[src/rtl/sumofn_arbiter.sv]
// Round-robin job sequencer sharing one sumofN engine between NREQ requesters:
// configure count, stream operands, fetch the sum, hand it back to the requester.
module sumofn_arbiter #(
    parameter int          NREQ     = 2,
    parameter int          W        = 8,
    parameter logic [7:0]  CNT_ADDR = 8'd1
) (
    input  logic                CLK,
    input  logic                RST_N,
    input  logic [NREQ-1:0]     req_valid,
    input  logic [NREQ*W-1:0]   req_count,
    output logic [NREQ-1:0]     req_ready,
    input  logic [NREQ*W-1:0]   op_data,
    input  logic [NREQ-1:0]     op_valid,
    output logic [NREQ-1:0]     op_ready,
    output logic [W-1:0]        rsp_data,
    output logic [NREQ-1:0]     rsp_valid,
    input  logic [NREQ-1:0]     rsp_ready,
    output logic                busy,
    output logic [1:0]          grant,
    output logic [W-1:0]        eng_in_put,
    output logic                eng_EN_in_put,
    input  logic                eng_RDY_in_put,
    output logic                eng_EN_out_get,
    input  logic [W-1:0]        eng_out_get,
    input  logic                eng_RDY_out_get,
    output logic [7:0]          eng_configure_address,
    output logic [W-1:0]        eng_configure_data,
    output logic                eng_EN_configure,
    input  logic                eng_RDY_configure
);

    typedef enum logic [2:0] {IDLE, CONFIG, STREAM, WAIT, RESPOND} state_t;

    state_t          state;
    logic [1:0]      rr;
    logic [W-1:0]    remain;
    logic [W-1:0]    rsp_reg;

    logic [NREQ-1:0] hi;
    logic [NREQ-1:0] cand;
    logic [NREQ-1:0] pick_sel;
    logic [NREQ-1:0] gsel;
    logic            found;
    logic [1:0]      pick;
    logic [W-1:0]    pick_count;
    logic [W-1:0]    g_data;
    logic            g_valid;
    logic            g_rsp_ready;

    // Requests at or above rr take priority; otherwise wrap to the lowest index.
    always_comb begin
        hi         = '0;
        pick       = '0;
        pick_count = '0;
        pick_sel   = '0;
        for (int j = 0; j < NREQ; j++) begin
            hi[j] = req_valid[j] && (j >= int'(rr));
        end
        cand  = (hi != '0) ? hi : req_valid;
        found = |cand;
        for (int j = NREQ - 1; j >= 0; j--) begin
            if (cand[j]) begin
                pick       = 2'(j);
                pick_count = req_count[j*W +: W];
            end
        end
        for (int j = 0; j < NREQ; j++) begin
            pick_sel[j] = found && (pick == 2'(j));
        end
    end

    always_comb begin
        gsel        = '0;
        g_data      = '0;
        g_valid     = 1'b0;
        g_rsp_ready = 1'b0;
        for (int j = 0; j < NREQ; j++) begin
            gsel[j] = (grant == 2'(j));
            if (grant == 2'(j)) begin
                g_data      = op_data[j*W +: W];
                g_valid     = op_valid[j];
                g_rsp_ready = rsp_ready[j];
            end
        end
    end

    always_ff @(posedge CLK or negedge RST_N) begin
        if (!RST_N) begin
            state   <= IDLE;
            rr      <= '0;
            grant   <= '0;
            remain  <= '0;
            rsp_reg <= '0;
        end else begin
            case (state)
                IDLE: begin
                    if (found) begin
                        grant  <= pick;
                        remain <= pick_count;
                        if (pick_count != '0) begin
                            state <= CONFIG;
                        end else begin
                            rsp_reg <= '0;
                            state   <= RESPOND;
                        end
                    end
                end
                CONFIG: begin
                    if (eng_RDY_configure) state <= STREAM;
                end
                STREAM: begin
                    if (g_valid && eng_RDY_in_put) begin
                        remain <= remain - W'(1);
                        if (remain == W'(1)) state <= WAIT;
                    end
                end
                WAIT: begin
                    if (eng_RDY_out_get) begin
                        rsp_reg <= eng_out_get;
                        state   <= RESPOND;
                    end
                end
                RESPOND: begin
                    if (g_rsp_ready) begin
                        rr    <= (int'(grant) == NREQ - 1) ? 2'd0 : grant + 2'd1;
                        state <= IDLE;
                    end
                end
                default: state <= IDLE;
            endcase
        end
    end

    // req_ready is gated by RST_N so nothing is accepted while reset is held.
    assign req_ready             = (state == IDLE && RST_N) ? pick_sel : '0;
    assign op_ready              = (state == STREAM && eng_RDY_in_put) ? gsel : '0;
    assign rsp_valid             = (state == RESPOND) ? gsel : '0;
    assign rsp_data              = rsp_reg;
    assign busy                  = (state != IDLE);
    assign eng_in_put            = (state == STREAM) ? g_data : '0;
    assign eng_EN_in_put         = (state == STREAM) && g_valid && eng_RDY_in_put;
    assign eng_EN_out_get        = (state == WAIT) && eng_RDY_out_get;
    assign eng_configure_address = (state == CONFIG) ? CNT_ADDR : 8'd0;
    assign eng_configure_data    = (state == CONFIG) ? remain : '0;
    assign eng_EN_configure      = (state == CONFIG) && eng_RDY_configure;

endmodule

[config.mk]
export PLATFORM = sky130hd
export DESIGN_NAME = sumofn_arbiter
export DESIGN_NICKNAME = d
export VERILOG_FILES = /design/src/rtl/sumofn_arbiter.sv
export SDC_FILE = /design/constraint.sdc
export NUM_CORES = 1
export LEC_CHECK = 0
export BUFFER_PORTS_ARGS = -buffer_cell sky130_fd_sc_hd__buf_2
export CORE_ASPECT_RATIO = 1.1
export CORE_MARGIN = 1
export CORE_UTILIZATION = 40
export DETAILED_ROUTE_END_ITERATION = 8
export PLACE_DENSITY = 0.74
export REMOVE_ABC_BUFFERS = 1
export SYNTH_ARGS = -nofsm -noshare
export SYNTH_HDL_FRONTEND = slang
export SYNTH_SLANG_ARGS = --single-unit
[constraint.sdc]
create_clock -name CLK -period 2.45 [get_ports CLK]
set_clock_uncertainty 0.2 [all_clocks]
set_input_delay 0 -clock CLK [delete_from_list [all_inputs] [get_ports CLK]]
set_output_delay 0 -clock CLK [all_outputs]
set_load 0.005 [all_outputs]
==> results.py <==
metrics = {
    "run_status": {
        "status": "finished with violations",
        "violations": "negative hold slack",
    },
    "power": {
        "p_clk_share_pct": 10.9,
        "power_density_mw_per_mm2": 953,
        "switchingPower_uw": 980,
        "p_int_uw": 1210,
        "ir_drop_v": 0.000575,
        "p_seq_share_pct": 31.2,
        "p_total_uw": 2190,
        "power_frac_comb_pct": 57.9,
        "power.leakage_uw": 0.00120,
        "swShare_pct": 44.8,
    },
    "hold_path": {
        "worstHoldStart": "req_count[0]",
        "hold-path-endpoint": "remain[0]$_DFFE_PN0P_",
        "hold_depth": 4,
        "holdCritPathClass": "in -> reg",
    },
    "floorplanning": {
        "die_w_um": 62.6,
        "row_count": 23,
        "die_area_mm2": 0.00430,
        "die_h_um": 68.7,
        "coreArea_mm2": 0.00374,
        "start_util_pct": 43.2,
        "ioPinCount": 95,
    },
    "place": {
        "place_congestion": 0.842,
        "numPortBuffers": 86,
        "place_area_mm2": 0.00204,
        "dp_hpwl_um": 3430,
    },
    "logic_synthesis": {
        "yosysTopAreaCell": "dfrtp_1",
        "ys_ff_latch": 21,
        "yosysWarnings": 0,
        "synth_area_leaders": "dfrtp_1 33%, nand2_1 6.3%, mux2i_1 6.2%, and3_1 5.4%, nor2_1 5.1%",
        "async_flop_share_pct": 100,
        "dominantRegCellSynth": "dfrtp_1",
        "syn_area_mm2": 0.00162,
        "yosysSeqAreaShare_pct": 32.5,
        "syn_avg_cell_area_um2": 8.24,
        "synth_enable_flop_cells": 0,
        "ys_types": 48,
        "synthCells": 196,
        "netlist.area_leader.share_pct": 32.5,
    },
    "job": {
        "maxCapViolCount": 0,
    },
    "clock_network": {
        "cts_tree": "built",
        "cts.sinks": 21,
        "htreeDepth": 1,
        "cts.clk_slew.worst_paths_ps": 80,
        "clkLatencyLatePin_ps": 260,
        "clockBufferDepth": 2,
        "root_buffer": "clkbuf_8",
        "numCtsBuffers": 3,
    },
    "cells_and_area": {
        "final_util_pct": 61.4,
        "layout_common_cells": "86 x buf_2, 27 x nand2_1, 22 x nor2_1, 21 x dfrtp_1, 21 x dlygate4sd3_1",
        "areaGrowthSynthToFinish_pct": 42.1,
        "final_nets": 351,
        "layout.cells.most_common": "buf_2",
        "final_area_mm2": 0.00230,
        "final_layout_size_suffix_gt1_share_pct": 34.0,
        "antenna_cells": 0,
    },
    "timing": {
        "max_clock_freq_ghz": 0.444,
        "setup_viol": 0,
        "rsz0062_at_grt": "no",
        "hold_viol_final": 1,
        "slew_viol_final": 0,
        "final.setup.tns_ps": 0,
        "hold_ws_ps": -15.0,
        "fin_crit_sh_pct": 92.0,
        "fin_crit_ps": 2250,
        "slew_headroom_pct": 60.9,
        "worst_slew_pin_slew_ps": 584,
    },
    "route": {
        "wl_per_cell_um": 14.0,
        "drt_iter0_markers": 121,
        "first_pass_iters": 5,
        "routed_via_density": 5.28,
        "wl_um": 4850,
        "route.vias.total": 1831,
        "drc": 0,
        "ant_nets": 0,
    },
    "setup_path": {
        "r2r-end": "remain[1]$_DFFE_PN0P_",
        "critPathCaptureType": "flip-flop",
        "rr_startpoint": "rr[0]$_DFFE_PN0P_",
        "critPathRequiredTime_ps": 2400,
        "cp-start-kind": "flip-flop",
        "rr_worst_depth": 5,
        "cp.arrival_ps": 2200,
        "critPathKind": "reg -> reg",
        "critPathMaxFanout": 10,
        "rrSetupSlack_ps": 200,
    },
    "global_route": {
        "overflow": 0,
        "grt_use_total_pct": 22.0,
        "antenna_found_initial": 0,
        "first_global_vias": 1683,
        "grt_pass1_wl_um": 7510,
        "grt_max_degree": 24,
    },
}
==> cells by family after synthesis <==
kind of cell	synth area share, %
simple gates	28.9
compound gates	22.0
buf+inv	8.60
flops	32.5
mux	6.20
fa+ha+maj	1.55
other cells	0.232
==> registers in the layout, summed over array words and instances, names as in the netlist <==
name	cells
grant	1
rr	1
state	3
rsp_data	8
remain	8
==> cell type report <==
| type | instances | area (um2) |
|---|---|---|
| fill | 348 | 1450 |
| clock buffer | 3 | 41.3 |
| sequential | 21 | 526 |
| inverter | 5 | 18.8 |
| clock inverter | 1 | 5.00 |
| tap | 50 | 62.6 |
| timing repair buffer | 110 | 663 |
| multi-input combinational | 157 | 980 |
==> power by group through the flow <==
stage | sequential [uW] | combinational (uW) | clock, uW
final | 682 | 1270 | 239
after global routing | 705 | 1420 | 262
after CTS | 675 | 1260 | 247
after detailed placement | 681 | 1210 | 0
after global placement | 673 | 1190 | 0
after floorplan | 696 | 717 | 0
==> worst max path at each step <==
stage / startpoint / endpoint / slack, ps / depth (start not counted)
global placement: state[2]$_DFFE_PN0P_ / remain[2]$_DFFE_PN0P_ / 430 / 6
global route: rr[0]$_DFFE_PN0P_ / remain[4]$_DFFE_PN0P_ / 80 / 5
finish: rr[0]$_DFFE_PN0P_ / remain[1]$_DFFE_PN0P_ / 200 / 5
floorplan: grant[0]$_DFFE_PN0P_ / remain[5]$_DFFE_PN0P_ / 460 / 4
detailed placement: state[2]$_DFFE_PN0P_ / rsp_data[7]$_DFFE_PN0P_ / 370 / 5
CTS: state[2]$_DFFE_PN0P_ / eng_EN_out_get / 160 / 4
==> stage by stage <==
step                std cells  hold WS [ps]  worst slack, ps
floorplan                 183          -496              462
global placement          322          -198              429
detailed placement        322          -187              375
CTS                       347          1.92              161
global route              347          48.7             82.7
finish                    347         -15.0              195
==> worst max-delay path, cell delays in order, from the launching register on <==
cell           delay, ps
dfrtp_1              440
nand2b_1             340
a32o_1               340
dlygate4sd3_1        560
o211ai_1             160
o21ai_0              100
==> per-layer routing <==
metal / up-vias / part of all wire (%) / GRT usage, %
met5: - / 0 / 0
met4: 0 / 0.43 / 4.07
met3: 4 / 4.9 / 3.13
met2: 70 / 52 / 43.9
met1: 851 / 42 / 25.5
li1: 906 / - / -
==> repair_timing <==
item,CTS,global route
hold endpoints to repair,37,0
hold buffers,21,0
buffers inserted,0,0
resized for setup,0,1
endpoints found under the setup margin,0,1
==> cell usage after synthesis, types with 3 or more instances <==
master and n:
inv_1 4, o21ai_0 7, or4_1 4, nand2_1 27, nor2_1 22, a32o_1 6, buf_2 6, o21ai_1 10
clkbuf_1 3, and3_1 14, buf_4 10, a32oi_1 6, nor2b_1 3, a21oi_1 4, dfrtp_1 21, mux2i_1 10
Power figures use the tool's default switching activity.
